[config.mk]
export PLATFORM = sky130hd
export DESIGN_NAME = dose_alarm_scheduler
export DESIGN_NICKNAME = d
export VERILOG_FILES = /design/src/rtl/dose_sched_pkg.sv /design/src/rtl/dose_pending_fifo.sv /design/src/rtl/dose_alarm_scheduler.sv
export SDC_FILE = /design/constraint.sdc
export NUM_CORES = 1
export LEC_CHECK = 0
export ABC_AREA = 1
export CAP_MARGIN = 10
export CORE_UTILIZATION = 35
export CTS_CLUSTER_SIZE = 16
export DETAILED_ROUTE_END_ITERATION = 8
export PLACE_DENSITY = 0.57
export SYNTH_ARGS = -nofsm -noshare
export SYNTH_HDL_FRONTEND = slang
export SYNTH_SLANG_ARGS = --single-unit
[constraint.sdc]
create_clock -name clk -period 3.4 [get_ports clk]
set_input_delay 0.68 -clock clk [delete_from_list [all_inputs] [get_ports clk]]
set_output_delay 0.68 -clock clk [all_outputs]
set_load 0.01 [all_outputs]
[src/rtl/dose_sched_pkg.sv]
`timescale 1ns/1ps
// -----------------------------------------------------------------------------
// dose_sched_pkg
// Shared definitions for the dose alarm scheduler: scan FSM state encoding,
// ROM entry field positions, and the widths of the pill ID and counters.
// Also holds the saturating increment used by the missed-dose counter.
// -----------------------------------------------------------------------------
package dose_sched_pkg;

    typedef enum logic [1:0] {
        IDLE = 2'd0,
        ADDR = 2'd1,
        WAIT = 2'd2,
        CMP  = 2'd3
    } sched_state_e;

    // ROM entry layout: [27:24] pillId, [23:16] hour BCD, [15:8] minute BCD,
    // [7] valid, [6:0] reserved
    localparam int ROM_W     = 28;
    localparam int PILL_LSB  = 24;
    localparam int HOUR_LSB  = 16;
    localparam int MIN_LSB   = 8;
    localparam int VALID_BIT = 7;
    localparam int BCD_W     = 8;

    localparam int PILL_W  = 4;
    localparam int ADDR_W  = 8;
    localparam int CNT_W   = 3;
    localparam int MISS_W  = 8;
    localparam int TIMER_W = 8;

    // Increment that sticks at all-ones instead of wrapping
    function automatic logic [MISS_W-1:0] sat_inc(input logic [MISS_W-1:0] v);
        if (v == {MISS_W{1'b1}}) begin
            return v;
        end else begin
            return v + {{(MISS_W-1){1'b0}}, 1'b1};
        end
    endfunction

endpackage

[src/rtl/dose_pending_fifo.sv]
`timescale 1ns/1ps
// -----------------------------------------------------------------------------
// dose_pending_fifo
// Queue of due pill IDs, oldest at the head. A push while full is accepted
// only when a pop happens in the same cycle; otherwise the caller treats it
// as a drop. Pop on an empty queue is ignored.
// Ports:
//   i_clk, i_rst_n   clock, asynchronous active-low reset
//   i_push, i_data   enqueue request and pill ID
//   i_pop            dequeue the head
//   o_head           pill ID at the head (meaningful when !o_empty)
//   o_full, o_empty  occupancy flags
//   o_count          number of stored entries, 0..DEPTH
// -----------------------------------------------------------------------------
module dose_pending_fifo
    import dose_sched_pkg::*;
#(
    parameter int DEPTH = 4
) (
    input  logic              i_clk,
    input  logic              i_rst_n,
    input  logic              i_push,
    input  logic [PILL_W-1:0] i_data,
    input  logic              i_pop,
    output logic [PILL_W-1:0] o_head,
    output logic              o_full,
    output logic              o_empty,
    output logic [CNT_W-1:0]  o_count
);
    localparam int PTR_W = (DEPTH > 1) ? $clog2(DEPTH) : 1;

    logic [PILL_W-1:0] r_mem_r [DEPTH];
    logic [PTR_W-1:0]  r_wr_ptr_r;
    logic [PTR_W-1:0]  r_rd_ptr_r;
    logic [CNT_W-1:0]  r_count_r;
    logic              w_do_push_s;
    logic              w_do_pop_s;

    assign o_empty     = (r_count_r == {CNT_W{1'b0}});
    assign o_full      = (r_count_r == CNT_W'(DEPTH));
    assign w_do_pop_s  = i_pop && !o_empty;
    // A full queue still takes the new entry when the head leaves this cycle
    assign w_do_push_s = i_push && (!o_full || w_do_pop_s);
    assign o_head      = r_mem_r[r_rd_ptr_r];
    assign o_count     = r_count_r;

    // Storage, pointers and occupancy
    always_ff @(posedge i_clk or negedge i_rst_n) begin
        if (!i_rst_n) begin
            for (int i = 0; i < DEPTH; i++) begin
                r_mem_r[i] <= {PILL_W{1'b0}};
            end
            r_wr_ptr_r <= {PTR_W{1'b0}};
            r_rd_ptr_r <= {PTR_W{1'b0}};
            r_count_r  <= {CNT_W{1'b0}};
        end else begin
            if (w_do_push_s) begin
                r_mem_r[r_wr_ptr_r] <= i_data;
                r_wr_ptr_r          <= r_wr_ptr_r + {{(PTR_W-1){1'b0}}, 1'b1};
            end
            if (w_do_pop_s) begin
                r_rd_ptr_r <= r_rd_ptr_r + {{(PTR_W-1){1'b0}}, 1'b1};
            end
            case ({w_do_push_s, w_do_pop_s})
                2'b10:   r_count_r <= r_count_r + {{(CNT_W-1){1'b0}}, 1'b1};
                2'b01:   r_count_r <= r_count_r - {{(CNT_W-1){1'b0}}, 1'b1};
                default: r_count_r <= r_count_r;
            endcase
        end
    end

endmodule

[src/rtl/dose_alarm_scheduler.sv]
`timescale 1ns/1ps
// -----------------------------------------------------------------------------
// dose_alarm_scheduler
// Once per minute, walks the prescription ROM (ADDR -> WAIT -> CMP per entry)
// and queues every valid entry whose BCD hour/minute equals the time captured
// at scan start. The oldest queued dose drives the alarm; it retires on
// acknowledge or is counted as missed after ACK_TIMEOUT_MIN minute ticks.
// Optional macro SNOOZE_EN adds a snooze that mutes the alarm for SNOOZE_MIN
// ticks, at most twice per head dose.
// Ports:
//   clk, resetN        clock, asynchronous active-low reset
//   enable             run/pause; low aborts a scan and ignores ticks
//   minuteTick         one-cycle pulse per minute
//   timeHHMM           current time, packed BCD {HH,MM}
//   romAddress/romData synchronous ROM, 1-cycle read latency
//   ackPulse           acknowledge the head dose
//   snoozePulse        snooze request (SNOOZE_EN only)
//   alarmActive        due dose pending and not muted
//   alarmPillId        pill ID of the head dose, 0 when empty
//   pendingCount       queue occupancy
//   missedCount        saturating count of timed-out and dropped doses
//   overflow           sticky queue-full drop flag
//   scanBusy           FSM not in IDLE
// -----------------------------------------------------------------------------
module dose_alarm_scheduler
    import dose_sched_pkg::*;
#(
    parameter int ENTRIES         = 16,
    parameter int QDEPTH          = 4,
    parameter int ACK_TIMEOUT_MIN = 30,
    parameter int SNOOZE_MIN      = 5
) (
    input  logic              clk,
    input  logic              resetN,
    input  logic              enable,
    input  logic              minuteTick,
    input  logic [15:0]       timeHHMM,
    output logic [ADDR_W-1:0] romAddress,
    input  logic [ROM_W-1:0]  romData,
    input  logic              ackPulse,
    input  logic              snoozePulse,
    output logic              alarmActive,
    output logic [PILL_W-1:0] alarmPillId,
    output logic [CNT_W-1:0]  pendingCount,
    output logic [MISS_W-1:0] missedCount,
    output logic              overflow,
    output logic              scanBusy
);
    localparam logic [ADDR_W-1:0]  LAST_IDX     = ADDR_W'(ENTRIES - 1);
    localparam logic [TIMER_W-1:0] TIMEOUT_LAST = TIMER_W'(ACK_TIMEOUT_MIN - 1);

    sched_state_e      r_state_r;
    sched_state_e      w_state_next_s;
    logic [ADDR_W-1:0] r_idx_r;
    logic [15:0]       r_snap_r;
    logic              r_rescan_r;
    logic              r_busy_r;
    logic              r_alarm_r;
    logic [PILL_W-1:0] r_pill_r;
    logic [MISS_W-1:0] r_missed_r;
    logic              r_overflow_r;
    logic [TIMER_W-1:0] r_timer_r;

    logic              w_start_s;
    logic              w_match_s;
    logic              w_busy_next_s;
    logic              w_tick_s;
    logic              w_ack_pop_s;
    logic              w_timeout_s;
    logic              w_pop_s;
    logic              w_drop_s;
    logic              w_miss_inc_s;
    logic              w_snooze_s;
    logic              w_muted_s;
    logic              w_unused_s;
    logic              w_full_s;
    logic              w_empty_s;
    logic [PILL_W-1:0] w_head_s;
    logic [CNT_W-1:0]  w_count_s;

    dose_pending_fifo #(.DEPTH(QDEPTH)) u_fifo (
        .i_clk   (clk),
        .i_rst_n (resetN),
        .i_push  (w_match_s),
        .i_data  (romData[PILL_LSB +: PILL_W]),
        .i_pop   (w_pop_s),
        .o_head  (w_head_s),
        .o_full  (w_full_s),
        .o_empty (w_empty_s),
        .o_count (w_count_s)
    );

    // Ticks only count while the system runs
    assign w_tick_s    = enable && minuteTick;
    assign w_ack_pop_s = ackPulse && !w_empty_s;
    // A snooze in the same cycle restarts the head timer, so no timeout then
    assign w_timeout_s = w_tick_s && !w_empty_s && (r_timer_r == TIMEOUT_LAST) && !w_snooze_s;
    assign w_pop_s     = w_ack_pop_s || w_timeout_s;
    // Acknowledge wins over a coinciding timeout; a drop needs no pop, so the
    // two miss sources never fire together
    assign w_drop_s     = w_match_s && w_full_s && !w_pop_s;
    assign w_miss_inc_s = (w_timeout_s && !w_ack_pop_s) || w_drop_s;

    // FSM state register
    always_ff @(posedge clk or negedge resetN) begin
        if (!resetN) begin
            r_state_r <= IDLE;
        end else begin
            r_state_r <= w_state_next_s;
        end
    end

    // FSM next-state logic; enable low forces IDLE from any state
    always_comb begin
        w_state_next_s = r_state_r;
        if (!enable) begin
            w_state_next_s = IDLE;
        end else begin
            case (r_state_r)
                IDLE: begin
                    if (minuteTick || r_rescan_r) begin
                        w_state_next_s = ADDR;
                    end else begin
                        w_state_next_s = IDLE;
                    end
                end
                ADDR:    w_state_next_s = WAIT;
                WAIT:    w_state_next_s = CMP;
                CMP: begin
                    if (r_idx_r == LAST_IDX) begin
                        w_state_next_s = IDLE;
                    end else begin
                        w_state_next_s = ADDR;
                    end
                end
                default: w_state_next_s = IDLE;
            endcase
        end
    end

    // FSM output decode: scan start, entry match, next busy flag
    always_comb begin
        w_start_s     = 1'b0;
        w_match_s     = 1'b0;
        w_busy_next_s = (w_state_next_s != IDLE);
        if ((r_state_r == IDLE) && (w_state_next_s == ADDR)) begin
            w_start_s = 1'b1;
        end else begin
            w_start_s = 1'b0;
        end
        // Raw BCD byte equality against the snapshot taken at scan start
        if (enable && (r_state_r == CMP) && romData[VALID_BIT] &&
            (romData[HOUR_LSB +: BCD_W] == r_snap_r[15:8]) &&
            (romData[MIN_LSB +: BCD_W] == r_snap_r[7:0])) begin
            w_match_s = 1'b1;
        end else begin
            w_match_s = 1'b0;
        end
    end

    // Scan datapath: entry index, time snapshot, rescan request, busy flag
    always_ff @(posedge clk or negedge resetN) begin
        if (!resetN) begin
            r_idx_r    <= {ADDR_W{1'b0}};
            r_snap_r   <= 16'h0000;
            r_rescan_r <= 1'b0;
            r_busy_r   <= 1'b0;
        end else begin
            r_busy_r <= w_busy_next_s;
            if (w_start_s) begin
                r_snap_r <= timeHHMM;
                r_idx_r  <= {ADDR_W{1'b0}};
            end else if ((r_state_r == CMP) && (w_state_next_s == ADDR)) begin
                r_idx_r <= r_idx_r + {{(ADDR_W-1){1'b0}}, 1'b1};
            end else begin
                r_idx_r <= r_idx_r;
            end
            // A tick arriving mid-scan is remembered and served from IDLE
            if (!enable || w_start_s) begin
                r_rescan_r <= 1'b0;
            end else if (minuteTick && (r_state_r != IDLE)) begin
                r_rescan_r <= 1'b1;
            end else begin
                r_rescan_r <= r_rescan_r;
            end
        end
    end

    // Head timer, missed counter and sticky overflow
    always_ff @(posedge clk or negedge resetN) begin
        if (!resetN) begin
            r_timer_r    <= {TIMER_W{1'b0}};
            r_missed_r   <= {MISS_W{1'b0}};
            r_overflow_r <= 1'b0;
        end else begin
            if (w_pop_s || w_snooze_s) begin
                r_timer_r <= {TIMER_W{1'b0}};
            end else if (w_tick_s && !w_empty_s) begin
                r_timer_r <= r_timer_r + {{(TIMER_W-1){1'b0}}, 1'b1};
            end else begin
                r_timer_r <= r_timer_r;
            end
            if (w_miss_inc_s) begin
                r_missed_r <= sat_inc(r_missed_r);
            end
            if (w_drop_s) begin
                r_overflow_r <= 1'b1;
            end
        end
    end

    // Registered alarm outputs, one cycle behind the queue state
    always_ff @(posedge clk or negedge resetN) begin
        if (!resetN) begin
            r_alarm_r <= 1'b0;
            r_pill_r  <= {PILL_W{1'b0}};
        end else begin
            r_alarm_r <= (w_count_s != {CNT_W{1'b0}}) && !w_muted_s;
            r_pill_r  <= w_empty_s ? {PILL_W{1'b0}} : w_head_s;
        end
    end

`ifdef SNOOZE_EN
    localparam logic [7:0] SNOOZE_LOAD = 8'(SNOOZE_MIN);

    logic       r_muted_r;
    logic [7:0] r_mute_cnt_r;
    logic [1:0] r_snooze_num_r;

    assign w_snooze_s = snoozePulse && !w_empty_s && (r_snooze_num_r < 2'd2);
    assign w_muted_s  = r_muted_r;
    assign w_unused_s = ^romData[6:0];

    // Mute state; any pop starts the next head dose with a fresh snooze budget
    always_ff @(posedge clk or negedge resetN) begin
        if (!resetN) begin
            r_muted_r      <= 1'b0;
            r_mute_cnt_r   <= 8'd0;
            r_snooze_num_r <= 2'd0;
        end else if (w_pop_s) begin
            r_muted_r      <= 1'b0;
            r_mute_cnt_r   <= 8'd0;
            r_snooze_num_r <= 2'd0;
        end else if (w_snooze_s) begin
            r_muted_r      <= 1'b1;
            r_mute_cnt_r   <= SNOOZE_LOAD;
            r_snooze_num_r <= r_snooze_num_r + 2'd1;
        end else if (w_tick_s && r_muted_r) begin
            if (r_mute_cnt_r <= 8'd1) begin
                r_muted_r    <= 1'b0;
                r_mute_cnt_r <= 8'd0;
            end else begin
                r_mute_cnt_r <= r_mute_cnt_r - 8'd1;
            end
        end
    end
`else
    assign w_snooze_s = 1'b0;
    assign w_muted_s  = 1'b0;
    assign w_unused_s = ^{snoozePulse, romData[6:0]};
`endif

    assign romAddress   = r_idx_r;
    assign alarmActive  = r_alarm_r;
    assign alarmPillId  = r_pill_r;
    assign pendingCount = w_count_s;
    assign missedCount  = r_missed_r;
    assign overflow     = r_overflow_r;
    assign scanBusy     = r_busy_r;

endmodule

==> summary.md <==
| Metric | Value |
|---|---|
| CP arrival | `roughly 2.9 ns` |
| HP Class | `in2async` |
| Starting Density | `roughly 36%` |
| Routed wire length | `slightly above 8 mm` |
| Grt total ovfl | `0` |
| CTS Buf Count | `9` |
| Data required time at the worst endpoint | `3.61 ns` |
| Final period utilization | `about four fifths` |
| Flops & latches, synth | `between 70 and 80` |
| Reg2Reg Depth | `9` |
| Final TNS setup | `0 ns` |
| Final Setup Violations | `0` |
| Most frequent cells in the layout | `110 x nand2_1, 73 x dfrtp_1, 71 x inv_1, 66 x clkdlybuf4s50_1, 41 x o21ai_0` |
| Post-cts resize count | `0` |
| Clock Sinks | `73` |
| Drt drc | `0` |
| Hold Slack | `about 0.46 ns` |
| Routed vias/inst | `roughly 4.6` |
| H-tree depth | `3` |
| Worst-path cell chain | `clkdlybuf4s50_1, nand2_1, nor2_8, nand2_4, nand2_4, nor2_4, inv_2, nand2_4, ha_1, inv_1, fa_1, a21oi_1, o21ai_0, xor2_1` |
| Most common cell on crit path | `nand2_4` |
| Total power | `~3.2 mW` |
| Kind of end point of the critical path | `register` |
| Clock transition at path regs | `~0.06 ns` |
| Leak Pwr | `approximately 2.5 nW` |
| Area Overhead vs Synth | `29.04%` |
| Syn_nets | `roughly 540` |
| Later-pin clock latency in the skew report | `~0.33 ns` |
| R2R Path Start | `romAddress[0]` |
| Horiz. Die Dim | `approximately 110 µm` |
| Total GRT Usage | `15.68%` |
| First-pass GRT wire length | `14.40 mm` |
| Worst r2r dst | `romAddress[7]` |
| Nets | `around 600` |
| Mapped cell area | `~4000 µm²` |
| Syn_area_per_cell | `slightly above 8 µm²` |
| Slew HR | `a little under two fifths` |
| Max Clock Skew | `0.008338 ns` |
| Final hold vios | `0` |
| Pwr Density | `628.2 nW/µm²` |
| Achievable Freq | `375.0 MHz` |
| Die Y | `108.5 µm` |
| Largest net degree at the start of global routing | `74` |
| Distinct cells, synth | `35` |
| Initial antenna violation count | `0` |
| Synth Warn # | `0` |
| Full die area | `between 10000 and 15000 µm²` |
| Core Area | `10940 µm²` |
| Post-synthesis sequential area ratio | `between 40% and 50%` |
| Post-CTS Setup Repair Bufs | `0` |
| Finished Cell Area | `about 5000 µm²` |
| Commonest non-fill, non-tap cell in the layout | `nand2_1` |
| CTS tree | `yes` |
| Buffers on Ports | `67` |
| Slew Viols, Final | `0` |
| CP peak stage delay | `0.48 ns` |
| Final ANT Viol Nets | `0` |
| Unrepaired setup endpoints after global routing | `no` |
| CP Class | `in2reg` |
| Proportion of layout cells with a drive suffix above 1 | `~7.3%` |
| N_diodes | `0` |
| R2r setup slk | `around 0.94 ns` |
| Final GP Congestion | `0.7833` |
| Status | `completed` |
| Vias | `~3200` |
| Pre-antenna DRT Iters | `4` |
| MaxCap Viol Count | `0` |
| Maximum clock path buffer count | `2` |
| WL/cell | `around 12 µm` |
| Placement row count | `38` |
| CP Max Fanout | `7` |
| Cts hold-fix bufs | `0` |
| Hpwl dp | `approximately 6 mm` |
| I/O pins | `76` |
| IR drop worst, VDD | `between 0.3 and 0.4 mV` |
| Post-DP Area | `roughly 4800 µm²` |
| Fin crit period | `about 2.7 ns` |
| Clk root buf | `clkbuf_16` |
| Initial DRC count | `94` |
| Syn Inst Count | `482` |
| Vias in the first global route | `between 3000 and 4000` |
| Critical path's slowest cell | `clkdlybuf4s50_1` |
| Actual slew at the worst max-slew pin | `roughly 0.95 ns` |
| Critical path startpoint category | `primary input` |
==> state kept, by name, indices dropped and copies added, names as in the netlist <==
register / count
alarmActive: 1
alarmPillId: 4
missedCount: 8
overflow: 1
r_rescan_r: 1
r_snap_r: 16
r_state_r: 2
r_timer_r: 8
romAddress: 8
scanBusy: 1
u_fifo.o_count: 3
u_fifo.r_mem_r: 16
u_fifo.r_rd_ptr_r: 2
u_fifo.r_wr_ptr_r: 2
==> layout make-up <==
type                       count  area [µm²]
timing repair buffer          68       675.6
inverter                      76       287.8
multi-input combinational    326        1805
clock buffer                   9       225.2
fill                        1076        5814
sequential                    73        1827
tap                          140       175.2
clock inverter                 7       125.1
==> worst max-delay path by stage <==
stage / slack (ns) / startpoint / depth (start not counted) / to
finish: 0.73 / enable / 14 / u_fifo.o_count[2]
global placement: 0.40 / enable / 14 / u_fifo.o_count[2]
global route: 0.54 / enable / 14 / u_fifo.o_count[2]
CTS: 0.72 / enable / 14 / u_fifo.o_count[2]
floorplan: 0.90 / minuteTick / 14 / u_fifo.o_count[2]
detailed placement: 0.36 / enable / 14 / u_fifo.o_count[2]
==> cells by family (layout without fill, tap and decap cells) <==
logic type,count (synthesis),count (layout),share of synthesized area (%)
simple gates,208,208,24.34
buf+inv,83,160,8.480
compound gates,73,73,9.900
flops,73,73,46.03
xor+xnor,33,33,7.282
fa+ha+maj,12,12,3.972
==> per-layer routing <==
metal,vias up,track usage [%],wire length [µm]
met3,10,3.014,333
met2,65,24.59,3795
met1,1495,21.13,4015
met5,-,0,0
met4,0,6.467,128
li1,1669,-,-
==> worst max-delay path: cells and delay by family <==
kind | cells | cell delay, ns
simple gates | 6 | 0.67
xor+xnor | 1 | 0.15
fa+ha+maj | 2 | 0.51
compound gates | 2 | 0.24
buf+inv | 3 | 0.61
==> synth_stat cells <==
library cell  number  area share, %
nand3_2            3           0.76
o211ai_1           1           0.19
nor2_4             5            1.4
nand3b_1           2           0.38
nand2_1          110             10
inv_4              1           0.16
and2_1             1           0.16
xnor2_1           10            2.2
a31oi_1            2           0.32
fa_1               1           0.50
o21ai_2            1           0.22
nand2_2            2           0.32
dfrtp_1           73             46
inv_2              4           0.38
nand2_4            3           0.85
o21ai_1            2           0.25
nor3_1             7           0.88
o22ai_1            1           0.16
nand3_4            1           0.44
buf_2              3           0.38
o21a_1             1           0.19
a21oi_4            1           0.41
nor2_8             1           0.50
buf_6              2           0.57
a21o_2             1           0.22
nor2_1            34            3.2
buf_4              1           0.19
nand3_1           36            4.5
xor2_1            23            5.1
ha_1              11            3.5
clkbuf_1           1          0.094
o21ai_0           41            5.2
a21oi_1           22            2.8
nand4_1            3           0.47
inv_1             71            6.7
==> power breakdown <==
part	internal [mW]	leakage, nW	total, mW	switching (mW)
combinational	0.400	1.45	0.919	0.519
clock	0.725	0.171	1.12	0.394
sequential	1.04	0.909	1.18	0.136
total	2.17	2.53	3.22	1.05
==> metrics by stage <==
| step | std cells | worst slack [ns] | util, % |
|---|---|---|---|
| CTS | 699 | 0.7155 | 46.83 |
| finish | 699 | 0.7332 | 46.83 |
| global placement | 683 | 0.4036 | 43.63 |
| floorplan | 482 | 0.8965 | - |
| global route | 699 | 0.5395 | 46.83 |
| detailed placement | 683 | 0.3641 | 43.63 |
Power figures use the tool's default switching activity.
